### config.mk
export PLATFORM = sky130hd
export DESIGN_NAME = inflight_filter_tracker_flat
export DESIGN_NICKNAME = d
export VERILOG_FILES = /design/src/rtl/inflight_filter_tracker_if.sv /design/src/rtl/inflight_filter_tracker.sv /design/src/flat_wrapper.sv
export SDC_FILE = /design/constraint.sdc
export NUM_CORES = 1
export LEC_CHECK = 0
export ABC_AREA = 1
export CAP_MARGIN = 25
export CORE_AREA = 3 3 105 118
export DETAILED_ROUTE_END_ITERATION = 8
export DIE_AREA = 0 0 108 121
export GPL_ROUTABILITY_DRIVEN = 0
export GPL_TIMING_DRIVEN = 0
export SLEW_MARGIN = 0
export SYNTH_ARGS = -nofsm -noshare
export SYNTH_HDL_FRONTEND = slang
export SYNTH_SLANG_ARGS = --single-unit
### constraint.sdc
create_clock -name clk_i -period 2.7 [get_ports clk_i]
set_input_delay 0.54 -clock clk_i [delete_from_list [all_inputs] [get_ports clk_i]]
set_output_delay 0.54 -clock clk_i [all_outputs]
set_load 0.05 [all_outputs]
### src/rtl/inflight_filter_tracker_if.sv
// Bundle between the in-flight tracker and its environment: request/retire stream,
// counting bloom filter ports and occupancy status.
interface inflight_filter_tracker_if #(
    parameter int InpWidth = 11,
    parameter int CntWidth = 4
);
    logic                flush_i;
    logic                req_valid_i;
    logic                req_ready_o;
    logic [InpWidth-1:0] req_data_i;
    logic                ret_valid_i;
    logic                ret_ready_o;
    logic [InpWidth-1:0] ret_data_o;
    logic [InpWidth-1:0] look_data_o;
    logic                look_valid_i;
    logic [InpWidth-1:0] incr_data_o;
    logic                incr_valid_o;
    logic [InpWidth-1:0] decr_data_o;
    logic                decr_valid_o;
    logic                filter_clear_o;
    logic                filter_full_i;
    logic [CntWidth-1:0] inflight_o;
    logic                empty_o;
    logic                full_o;
    logic                err_o;

    // The tracker is the slave; the master is the upstream stream plus the filter.
    modport slave (
        input  flush_i, req_valid_i, req_data_i, ret_valid_i, look_valid_i, filter_full_i,
        output req_ready_o, ret_ready_o, ret_data_o, look_data_o, incr_data_o, incr_valid_o,
               decr_data_o, decr_valid_o, filter_clear_o, inflight_o, empty_o, full_o, err_o
    );

    modport master (
        output flush_i, req_valid_i, req_data_i, ret_valid_i, look_valid_i, filter_full_i,
        input  req_ready_o, ret_ready_o, ret_data_o, look_data_o, incr_data_o, incr_valid_o,
               decr_data_o, decr_valid_o, filter_clear_o, inflight_o, empty_o, full_o, err_o
    );
endinterface

### src/rtl/inflight_filter_tracker.sv
// Initiator-side controller for a counting bloom filter: inserts accepted requests,
// keeps them in an in-order FIFO, removes them on retire and stalls likely hazards.
module inflight_filter_tracker #(
    parameter int  InpWidth = 11,
    parameter int  Depth    = 8,
    localparam int CntWidth = $clog2(Depth + 1)
) (
    input  logic                    clk_i,
    input  logic                    rst_ni,
    inflight_filter_tracker_if.slave bus
);
    localparam int PtrWidth = $clog2(Depth);

    typedef enum logic {
        RUN,
        CLEAR
    } state_t;

    state_t              state;
    logic                armed;
    logic                err;
    logic [PtrWidth-1:0] wr_ptr;
    logic [PtrWidth-1:0] rd_ptr;
    logic [CntWidth-1:0] count;
    logic [InpWidth-1:0] mem [Depth];

    logic running;
    logic empty;
    logic full;
    logic req_fire;
    logic ret_fire;

    // armed keeps both handshakes closed until the first clock after reset release.
    assign running  = armed && (state == RUN);
    assign empty    = (count == '0);
    assign full     = (count == CntWidth'(Depth));
    assign req_fire = bus.req_valid_i && bus.req_ready_o;
    assign ret_fire = bus.ret_valid_i && bus.ret_ready_o;

    assign bus.req_ready_o    = running && !full && !bus.filter_full_i &&
                                !bus.look_valid_i && !bus.flush_i;
    assign bus.ret_ready_o    = running && !empty && !bus.flush_i;
    assign bus.incr_valid_o   = req_fire;
    assign bus.incr_data_o    = req_fire ? bus.req_data_i : '0;
    assign bus.decr_valid_o   = ret_fire;
    assign bus.decr_data_o    = ret_fire ? mem[rd_ptr] : '0;
    assign bus.ret_data_o     = empty ? '0 : mem[rd_ptr];
    assign bus.look_data_o    = bus.req_data_i;
    assign bus.filter_clear_o = (state == CLEAR);
    assign bus.inflight_o     = count;
    assign bus.empty_o        = empty;
    assign bus.full_o         = full;
    assign bus.err_o          = err;

    always_ff @(posedge clk_i or negedge rst_ni) begin
        if (!rst_ni) begin
            state <= RUN;
            armed <= 1'b0;
            err   <= 1'b0;
        end else begin
            armed <= 1'b1;
            err   <= (state == RUN) && bus.ret_valid_i && empty;
            case (state)
                RUN:     if (bus.flush_i) state <= CLEAR;
                CLEAR:   state <= RUN;
                default: state <= RUN;
            endcase
        end
    end

    always_ff @(posedge clk_i or negedge rst_ni) begin
        if (!rst_ni) begin
            wr_ptr <= '0;
            rd_ptr <= '0;
            count  <= '0;
        end else if ((state == RUN) && bus.flush_i) begin
            wr_ptr <= '0;
            rd_ptr <= '0;
            count  <= '0;
        end else begin
            if (req_fire) wr_ptr <= wr_ptr + 1'b1;
            if (ret_fire) rd_ptr <= rd_ptr + 1'b1;
            count <= count + CntWidth'(req_fire) - CntWidth'(ret_fire);
        end
    end

    // Storage needs no reset: reads are masked to zero whenever the FIFO is empty.
    always_ff @(posedge clk_i) begin
        if (req_fire) mem[wr_ptr] <= bus.req_data_i;
    end
endmodule

### src/flat_wrapper.sv
// flat-port wrapper written by rule: the top's interface ports become plain ports
module inflight_filter_tracker_flat 
#(
    parameter int  InpWidth = 11,
    parameter int  Depth    = 8,
    localparam int CntWidth = $clog2(Depth + 1)
)
  (clk_i, rst_ni, bus_flush_i, bus_req_valid_i, bus_req_data_i, bus_ret_valid_i, bus_look_valid_i, bus_filter_full_i, bus_req_ready_o, bus_ret_ready_o, bus_ret_data_o, bus_look_data_o, bus_incr_data_o, bus_incr_valid_o, bus_decr_data_o, bus_decr_valid_o, bus_filter_clear_o, bus_inflight_o, bus_empty_o, bus_full_o, bus_err_o);
  inflight_filter_tracker_if #(.InpWidth(InpWidth)) bus_i ();
  input  logic clk_i;
  input  logic rst_ni;
  input wire logic [$bits(bus_i.flush_i)-1:0] bus_flush_i;
  input wire logic [$bits(bus_i.req_valid_i)-1:0] bus_req_valid_i;
  input wire logic [$bits(bus_i.req_data_i)-1:0] bus_req_data_i;
  input wire logic [$bits(bus_i.ret_valid_i)-1:0] bus_ret_valid_i;
  input wire logic [$bits(bus_i.look_valid_i)-1:0] bus_look_valid_i;
  input wire logic [$bits(bus_i.filter_full_i)-1:0] bus_filter_full_i;
  output wire logic [$bits(bus_i.req_ready_o)-1:0] bus_req_ready_o;
  output wire logic [$bits(bus_i.ret_ready_o)-1:0] bus_ret_ready_o;
  output wire logic [$bits(bus_i.ret_data_o)-1:0] bus_ret_data_o;
  output wire logic [$bits(bus_i.look_data_o)-1:0] bus_look_data_o;
  output wire logic [$bits(bus_i.incr_data_o)-1:0] bus_incr_data_o;
  output wire logic [$bits(bus_i.incr_valid_o)-1:0] bus_incr_valid_o;
  output wire logic [$bits(bus_i.decr_data_o)-1:0] bus_decr_data_o;
  output wire logic [$bits(bus_i.decr_valid_o)-1:0] bus_decr_valid_o;
  output wire logic [$bits(bus_i.filter_clear_o)-1:0] bus_filter_clear_o;
  output wire logic [$bits(bus_i.inflight_o)-1:0] bus_inflight_o;
  output wire logic [$bits(bus_i.empty_o)-1:0] bus_empty_o;
  output wire logic [$bits(bus_i.full_o)-1:0] bus_full_o;
  output wire logic [$bits(bus_i.err_o)-1:0] bus_err_o;
  assign bus_i.flush_i = bus_flush_i;
  assign bus_i.req_valid_i = bus_req_valid_i;
  assign bus_i.req_data_i = bus_req_data_i;
  assign bus_i.ret_valid_i = bus_ret_valid_i;
  assign bus_i.look_valid_i = bus_look_valid_i;
  assign bus_i.filter_full_i = bus_filter_full_i;
  assign bus_req_ready_o = bus_i.req_ready_o;
  assign bus_ret_ready_o = bus_i.ret_ready_o;
  assign bus_ret_data_o = bus_i.ret_data_o;
  assign bus_look_data_o = bus_i.look_data_o;
  assign bus_incr_data_o = bus_i.incr_data_o;
  assign bus_incr_valid_o = bus_i.incr_valid_o;
  assign bus_decr_data_o = bus_i.decr_data_o;
  assign bus_decr_valid_o = bus_i.decr_valid_o;
  assign bus_filter_clear_o = bus_i.filter_clear_o;
  assign bus_inflight_o = bus_i.inflight_o;
  assign bus_empty_o = bus_i.empty_o;
  assign bus_full_o = bus_i.full_o;
  assign bus_err_o = bus_i.err_o;
  inflight_filter_tracker #(.InpWidth(InpWidth), .Depth(Depth)) u_core (.clk_i(clk_i), .rst_ni(rst_ni), .bus(bus_i));
endmodule
==> results of run 1 <==
[through the flow]
| stage | instances | setup WS, ns | util | area [sq um] | TNS (ns) |
|---|---|---|---|---|---|
| floorplan | 504 | 0.07877 | - | 4826 | 0 |
| detailed placement | 735 | -0.5932 | 0.5177 | 5869 | -11.89 |
| global route | 753 | -0.005908 | 0.5347 | 6062 | -0.01018 |
| finish | 753 | 0.09574 | 0.5347 | 6062 | 0 |
| CTS | 751 | 0.002112 | 0.5349 | 6065 | 0 |
| global placement | 727 | -0.8999 | 0.5067 | 5744 | -70.33 |
[per-layer routing]
metal	up-vias	routed length, um	track usage
met1	1690	5255	0.2604
met5	-	0	0
met2	131	5766	0.3064
li1	1771	-	-
met3	22	757	0.03406
met4	0	346	0.08761
[where the power goes]
part	leakage, uW	internal [uW]	switching (uW)	total [uW]
Combinational	0.00174	349	964	1310
Clock	0.000147	651	617	1270
Sequential	0.000964	1730	25.0	1750
[cells in the final DEF, fill, tap and decap left out, types with 2 or more instances in the layout]
cell / netlist / routed
nand4_1: 3 / 3
clkbuf_2: 0 / 12
clkdlybuf4s50_1: 0 / 23
buf_4: 13 / 17
inv_8: 0 / 2
nand3_1: 65 / 65
dlymetal6s2s_1: 0 / 3
nand2_1: 136 / 136
buf_2: 11 / 23
dfrtp_1: 13 / 13
inv_2: 2 / 2
xor2_1: 2 / 2
a21oi_1: 2 / 2
clkdlybuf4s15_2: 0 / 4
clkbuf_16: 0 / 9
inv_1: 94 / 94
dlygate4sd2_1: 0 / 9
clkdlybuf4s15_1: 0 / 3
edfxtp_1: 88 / 88
nor3_2: 1 / 9
nor2_1: 42 / 42
buf_6: 4 / 14
clkinv_4: 0 / 2
clkbuf_4: 0 / 4
ha_1: 8 / 8
[registers in the layout, summed over array words and instances, names as in the netlist]
register / count
u_core.bus.err_o: 1
u_core.rd_ptr: 3
u_core.wr_ptr: 3
u_core.bus.filter_clear_o: 1
u_core.bus.inflight_o: 4
u_core.armed: 1
u_core.mem: 88
[worst paths after layout]
| path | to | cells past startpoint | startpoint |
|---|---|---|---|
| min in group asynchronous | u_core.bus.inflight_o[3]$_DFF_PN0_ | 1 | rst_ni |
| setup / recovery | bus_decr_valid_o | 8 | bus_flush_i |
| hold / removal | u_core.bus.err_o$_DFF_PN0_ | 1 | u_core.bus.filter_clear_o$_DFF_PN0_ |
| hold reg to reg | u_core.bus.err_o$_DFF_PN0_ | 1 | u_core.bus.filter_clear_o$_DFF_PN0_ |
| setup reg to reg | u_core.bus.inflight_o[2]$_DFF_PN0_ | 11 | u_core.bus.inflight_o[2]$_DFF_PN0_ |
| max in group asynchronous | u_core.rd_ptr[1]$_DFFE_PN0P_ | 1 | rst_ni |
[cell families after synthesis]
logic type               count (synthesis)  synth area share
AND/OR/NAND/NOR                        260            0.2318
buffers and inverters                  128            0.1194
flip-flops                             101            0.6156
adder cells (fa/ha/maj)                  9           0.02492
XOR/XNOR                                 3          0.005451
AO/OA/AOI/OAI                            2          0.002076
other                                    1         0.0007779
[area by class of cell]
cell class / count / area share
repair buffers: 83 / 0.1152
well taps: 150 / 0.03096
clock buffers: 9 / 0.03715
plain buffers: 30 / 0.03591
multi-input cells: 275 / 0.2186
flip-flops and latches: 101 / 0.4896
clock inverters: 7 / 0.01156
inverters: 98 / 0.06109
[repair_timing]
| item | CTS | global route |
|---|---|---|
| pin swaps | 0 | 1 |
| endpoints found under the setup margin | 47 | 40 |
| buffers inserted | 0 | 2 |
| resized for setup | 139 | 39 |
==> impl_results.md, run 1 <==
* Drt pass-1 iters at 5
* EDFF count, synth at 88
* Detailed-route via count at 3,614
* Fin Hold WS at 0.5573 ns
* Syn-to-layout area delta at 25.75%
* Most frequent cells after synthesis: nand2_1 (136), inv_1 (94), edfxtp_1 (88), nand3_1 (65), nor2_1 (42)
* Hold Buf Count CTS at 0
* Area of the multi-input gates at 0.001325 sq mm
* Residual DRC at 0
* Outcome: finished clean
* Ys flop type: edfxtp_1
* Setup Viol. Count Final at 0
* Cell repeated most along the worst path: inv_2
* Drt via density at 4.799
* Clock transition at path regs at 0.07 ns
* Num CTS Buffers at 9
* Slew margin rel. at 0.5409
* CP Capture Type: output pin
* Fin Clk Skew at 0.006481 ns
* Nets@finish at 625
* Crit-path slowest cell: clkdlybuf4s15_1
* Initial antenna violation count at 0
* Max Clk Rate at 0.3840 GHz
* CP Buf/Inv Count at 5
* Crit path largest cell delay at 0.50 ns
* First-pass GRT wire length at 18.60 mm
* VDD IR max at 0.3563 mV
* Clock tree buffer depth at 2
* Asr flop ratio synth at 0.1287
* Register area at 0.002968 sq mm
* CTS Sinks at 101
* Netlist cell types at 27
* Mapped Cells at 504
* Total Routing Usage GR at 0.1935
* Design Power at 4333 uW
* DIE HEIGHT at 121 um
* Drt total wl at 12.13 mm
* CP Data Required Time at 2.16 ns
* Gr ovfl total at 0
* Final max-slew violation count at 0
* Row Count at 41
* Vias in the first global route at 3,550
* Crit path max fanout at 6
* Slew @ Worst Pin at 0.6849 ns
* Hold WC Path Type: reg -> reg
* Die X-Extent at 108 um
* Number of routed nets with antenna violations at 0
* Most numerous cell in the Yosys netlist: nand2_1
* Leakage at 0.002847 uW
* Crit path DAT at 2.06 ns
* R2R Setup Slk at 0.32 ns
* Initial core utilization at 0.4252
* Dpl hpwl at 8.361 mm
* Sequential-to-total area share from yosys stat at 0.6156
* Top cell type's share of synthesized area at 0.5481
* CP delay by family, top: buffers and inverters
* Largest cells by area after synthesis: edfxtp_1 (55%), nand2_1 (11%), inv_1 (7.3%), dfrtp_1 (6.7%), nand3_1 (6.7%)
* Diodes inserted at 0
* Post-DR wirelength/cell at 16.10 um
* Max_cap viols at 0
* Area of the die at 0.01307 sq mm
* Fin crit share at 0.9645
* Critical path type: in -> out
* Area leader, netlist: edfxtp_1
* CTS tree: done
* Clk Tree Root Cell: clkbuf_16
* Share of layout cells above drive strength 1 at 0.1774
* Synth Register Bits at 101
* Clk_lat worst skew at 0.35 ns
* Synth Warn # at 0
* Cell area after synthesis at 0.004821 sq mm
* Hold Fails Final Rpt at 0
* Power Dens Cells at 714.9 mW/mm^2
* Fillers at 1,036
* Mapped Nets at 531
* Cell breakdown of the critical path: clkdlybuf4s50_1, inv_2, nand2_2, nor2_4, buf_4, nand3_4, inv_2, clkdlybuf4s15_1
* First-iteration detailed-routing DRC count at 212
* Final critical-path required period at 2.604 ns
* H-tree depth at 3
* Io pins at 74
* Largest net degree at the start of global routing at 20
* Core ar. at 0.01134 sq mm
* # port buffers at 73
* Setup crit start kind: input port
* Average cell area after synthesis at 9.565 sq um
(Power assumes the default switching activity.)
==> inputs of run 2 (changes only) <==
HOLD_SLACK_MARGIN = 0.05   (was not set)
==> results of run 2 <==
The final DEF is identical to that of run 1; final timing and power are the same.
==> inputs of run 3 (changes only) <==
GPL_ROUTABILITY_DRIVEN = not set   (was 0)
SLEW_MARGIN = not set   (was 0)
clock period = 2.92 ns   (was 2.7 ns; I/O delays follow)
==> run 3 against run 2 <==
Core utilization fell by 0.14 points; total power down 7.5%; worst setup slack worse by 0.0069 ns; cell area decreased by 0.27%; cell count is 0.27% lower; flip-flop and latch count did not move; clock-buffer cell count is the same; first-iteration DRC count up 24%; die area unchanged; clock skew shrank 0.0012 ns; sequential share of layout area increased by 0.13 points; sequential power fell by 7%; critical path type unchanged; largest cell class unchanged.
==> impl_results.md, run 3 (synthesized netlist as in run 1, its figures left out) <==
* Outcome: finished clean
* First-iteration detailed-routing DRC count at 263 (+24%)
* Crit-path slowest cell: clkdlybuf4s50_1
* Hold WC Path Type: reg -> reg
* Cell breakdown of the critical path: clkdlybuf4s50_1, buf_4, clkdlybuf4s50_1
* Residual DRC at 0 (unchanged)
* Die X-Extent at 108 um (unchanged)
* DIE HEIGHT at 121 um (unchanged)
* Crit path largest cell delay at 0.79 ns (+0.29 ns)
* Initial antenna violation count at 0 (unchanged)
* CP Capture Type: output pin
* Share of layout cells above drive strength 1 at 0.1531 (-0.02437)
* First-pass GRT wire length at 18.59 mm (about the same)
* CTS Sinks at 101 (unchanged)
* Dpl hpwl at 8.361 mm (unchanged)
* Core ar. at 0.01134 sq mm (unchanged)
* Critical path type: in -> out
* Setup Viol. Count Final at 0 (unchanged)
* Clk Tree Root Cell: clkbuf_16
* Crit path max fanout at 10 (+4)
* CP Data Required Time at 2.34 ns (+0.18 ns)
* Fillers at 1,045 (+0.87%)
* Drt via density at 4.766 (-0.70%)
* Fin crit share at 0.9696
* Biggest register: u_core.mem
* Hold path startpoint: u_core.bus.filter_clear_o$_DFF_PN0_
* Setup TNS at 0 ns (unchanged)
* Gp weighted congestion at 0.7850
* Post-DR wirelength/cell at 16.17 um (+0.42%)
* Slew margin rel. at 0.5357 (-0.005252)
* Power Dens Cells at 663.0 mW/mm^2 (-7.2%)
* Gr ovfl total at 0 (unchanged)
* Io pins at 74 (unchanged)
* Drt pass-1 iters at 5 (unchanged)
* Register area at 0.002968 sq mm (unchanged)
* Reg-to-Reg Start: u_core.bus.inflight_o[2]$_DFF_PN0_
* Clock transition at path regs at 0.07 ns (about the same)
* Largest register FFs at 88 (unchanged)
* RSZ-0062 raised after global routing: no
* Most frequent cells in the layout: nand2_1 (136), inv_1 (94), edfxtp_1 (88), nand3_1 (65), nor2_1 (42)
* VDD IR max at 0.3312 mV (-7.0%)
* Total Routing Usage GR at 0.1937 (about the same)
* CTS tree: done
* Diodes inserted at 0 (unchanged)
* Clk_lat worst skew at 0.35 ns (about the same)
* Largest net degree at the start of global routing at 20 (unchanged)
* CP delay by family, top: buffers and inverters
* Num CTS Buffers at 9 (unchanged)
* Fin Clk Skew at 0.005266 ns (-0.001214 ns)
* Area of the multi-input gates at 0.001318 sq mm (-0.57%)
* Number of routed nets with antenna violations at 0 (unchanged)
* CP Buf/Inv Count at 3 (-2)
* Worst Setup Slack, final at 0.08885 ns (-0.006885 ns)
* Max_cap viols at 0 (unchanged)
* Crit path DAT at 2.25 ns (+0.19 ns)
* # port buffers at 73 (unchanged)
* Area of the die at 0.01307 sq mm (unchanged)
* Setup crit start kind: input port
* Slew @ Worst Pin at 0.6927 ns (+0.007835 ns)
* Row Count at 41 (unchanged)
* Clock tree buffer depth at 2 (unchanged)
* Syn-to-layout area delta at 25.41%
* Vias in the first global route at 3,554 (+0.11%)
* Final max-slew violation count at 0 (unchanged)
* Setup slack at placement at -0.4612 ns (+0.1320 ns)
* Max Clk Rate at 0.3532 GHz
* Commonest non-fill, non-tap cell in the layout: nand2_1
* Cell repeated most along the worst path: clkdlybuf4s50_1
* Nets@finish at 623 (-0.32%)
* Final critical-path required period at 2.831 ns
* Detailed-route via count at 3,579 (-0.97%)
* Leakage at 0.002837 uW (-0.35%)
* Worst setup path startpoint: bus_req_data_i[9]
* H-tree depth at 3 (unchanged)
* Initial core utilization at 0.4252 (unchanged)
* Drt total wl at 12.14 mm (+0.15%)
* Hold Fails Final Rpt at 0 (unchanged)
[run 3: changes by cell type in the layout (fill, tap and decap cells not counted), moves of 4 or more]
cell and delta:
buf_2 +5, dlygate4sd2_1 +6, clkdlybuf4s50_1 +12, buf_4 -4
clkbuf_2 -7, clkbuf_4 -4
[run 3: where the power goes]
part           internal (uW)  switching, uW  total, uW
Combinational            333            886       1220
Clock                    602            567       1170
Sequential              1600           22.9       1620
[run 3: timing repair]
action                     CTS  global route
setup endpoints to repair   37            21
pin swaps                    0             0
gates resized for setup     77            40
buffers inserted             0             0
hold buffers                 0             0
[run 3: final cells by class]
| cell class | instances | area share |
|---|---|---|
| Sequential cell | 101 | 0.4909 |
| Multi-Input combinational cell | 275 | 0.2179 |
| Timing Repair Buffer | 81 | 0.1159 |
| Inverter | 98 | 0.06126 |
| Clock buffer | 9 | 0.03725 |
| Buffer | 30 | 0.03415 |
| Tap cell | 150 | 0.03104 |
| Clock inverter | 7 | 0.01159 |
[run 3: path summary, 6_finish.rpt]
path                            cells after the start  slack, ns                                 end
worst max-delay path                                3       0.09                  bus_look_data_o[9]
worst min-delay path                                1       0.56          u_core.bus.err_o$_DFF_PN0_
worst max register to register                     11       0.46  u_core.bus.inflight_o[2]$_DFF_PN0_
min in group asynchronous                           1       0.63  u_core.bus.inflight_o[3]$_DFF_PN0_
max in group asynchronous                           1       1.89        u_core.rd_ptr[1]$_DFFE_PN0P_
worst min register to register                      1       0.56          u_core.bus.err_o$_DFF_PN0_
[run 3: metal layers]
layer	track usage	up-vias	part of all wire
met4	0.08761	0	0.027
met1	0.2607	1650	0.43
li1	-	1767	-
met2	0.3060	146	0.47
met5	0	-	0
met3	0.03459	16	0.072
[run 3: metrics by stage]
stage	std cells	total power [uW]	hold slack, ns	utilization	area [sq um]
final	751	4009	0.5550	0.5333	6046
after CTS	751	4034	0.5633	0.5433	6160
after detailed placement	735	2938	0.5505	0.5177	5869
after floorplan	504	2497	0.2884	-	4826
after global routing	751	4185	0.5937	0.5333	6046
after global placement	727	2924	0.5383	0.5067	5744
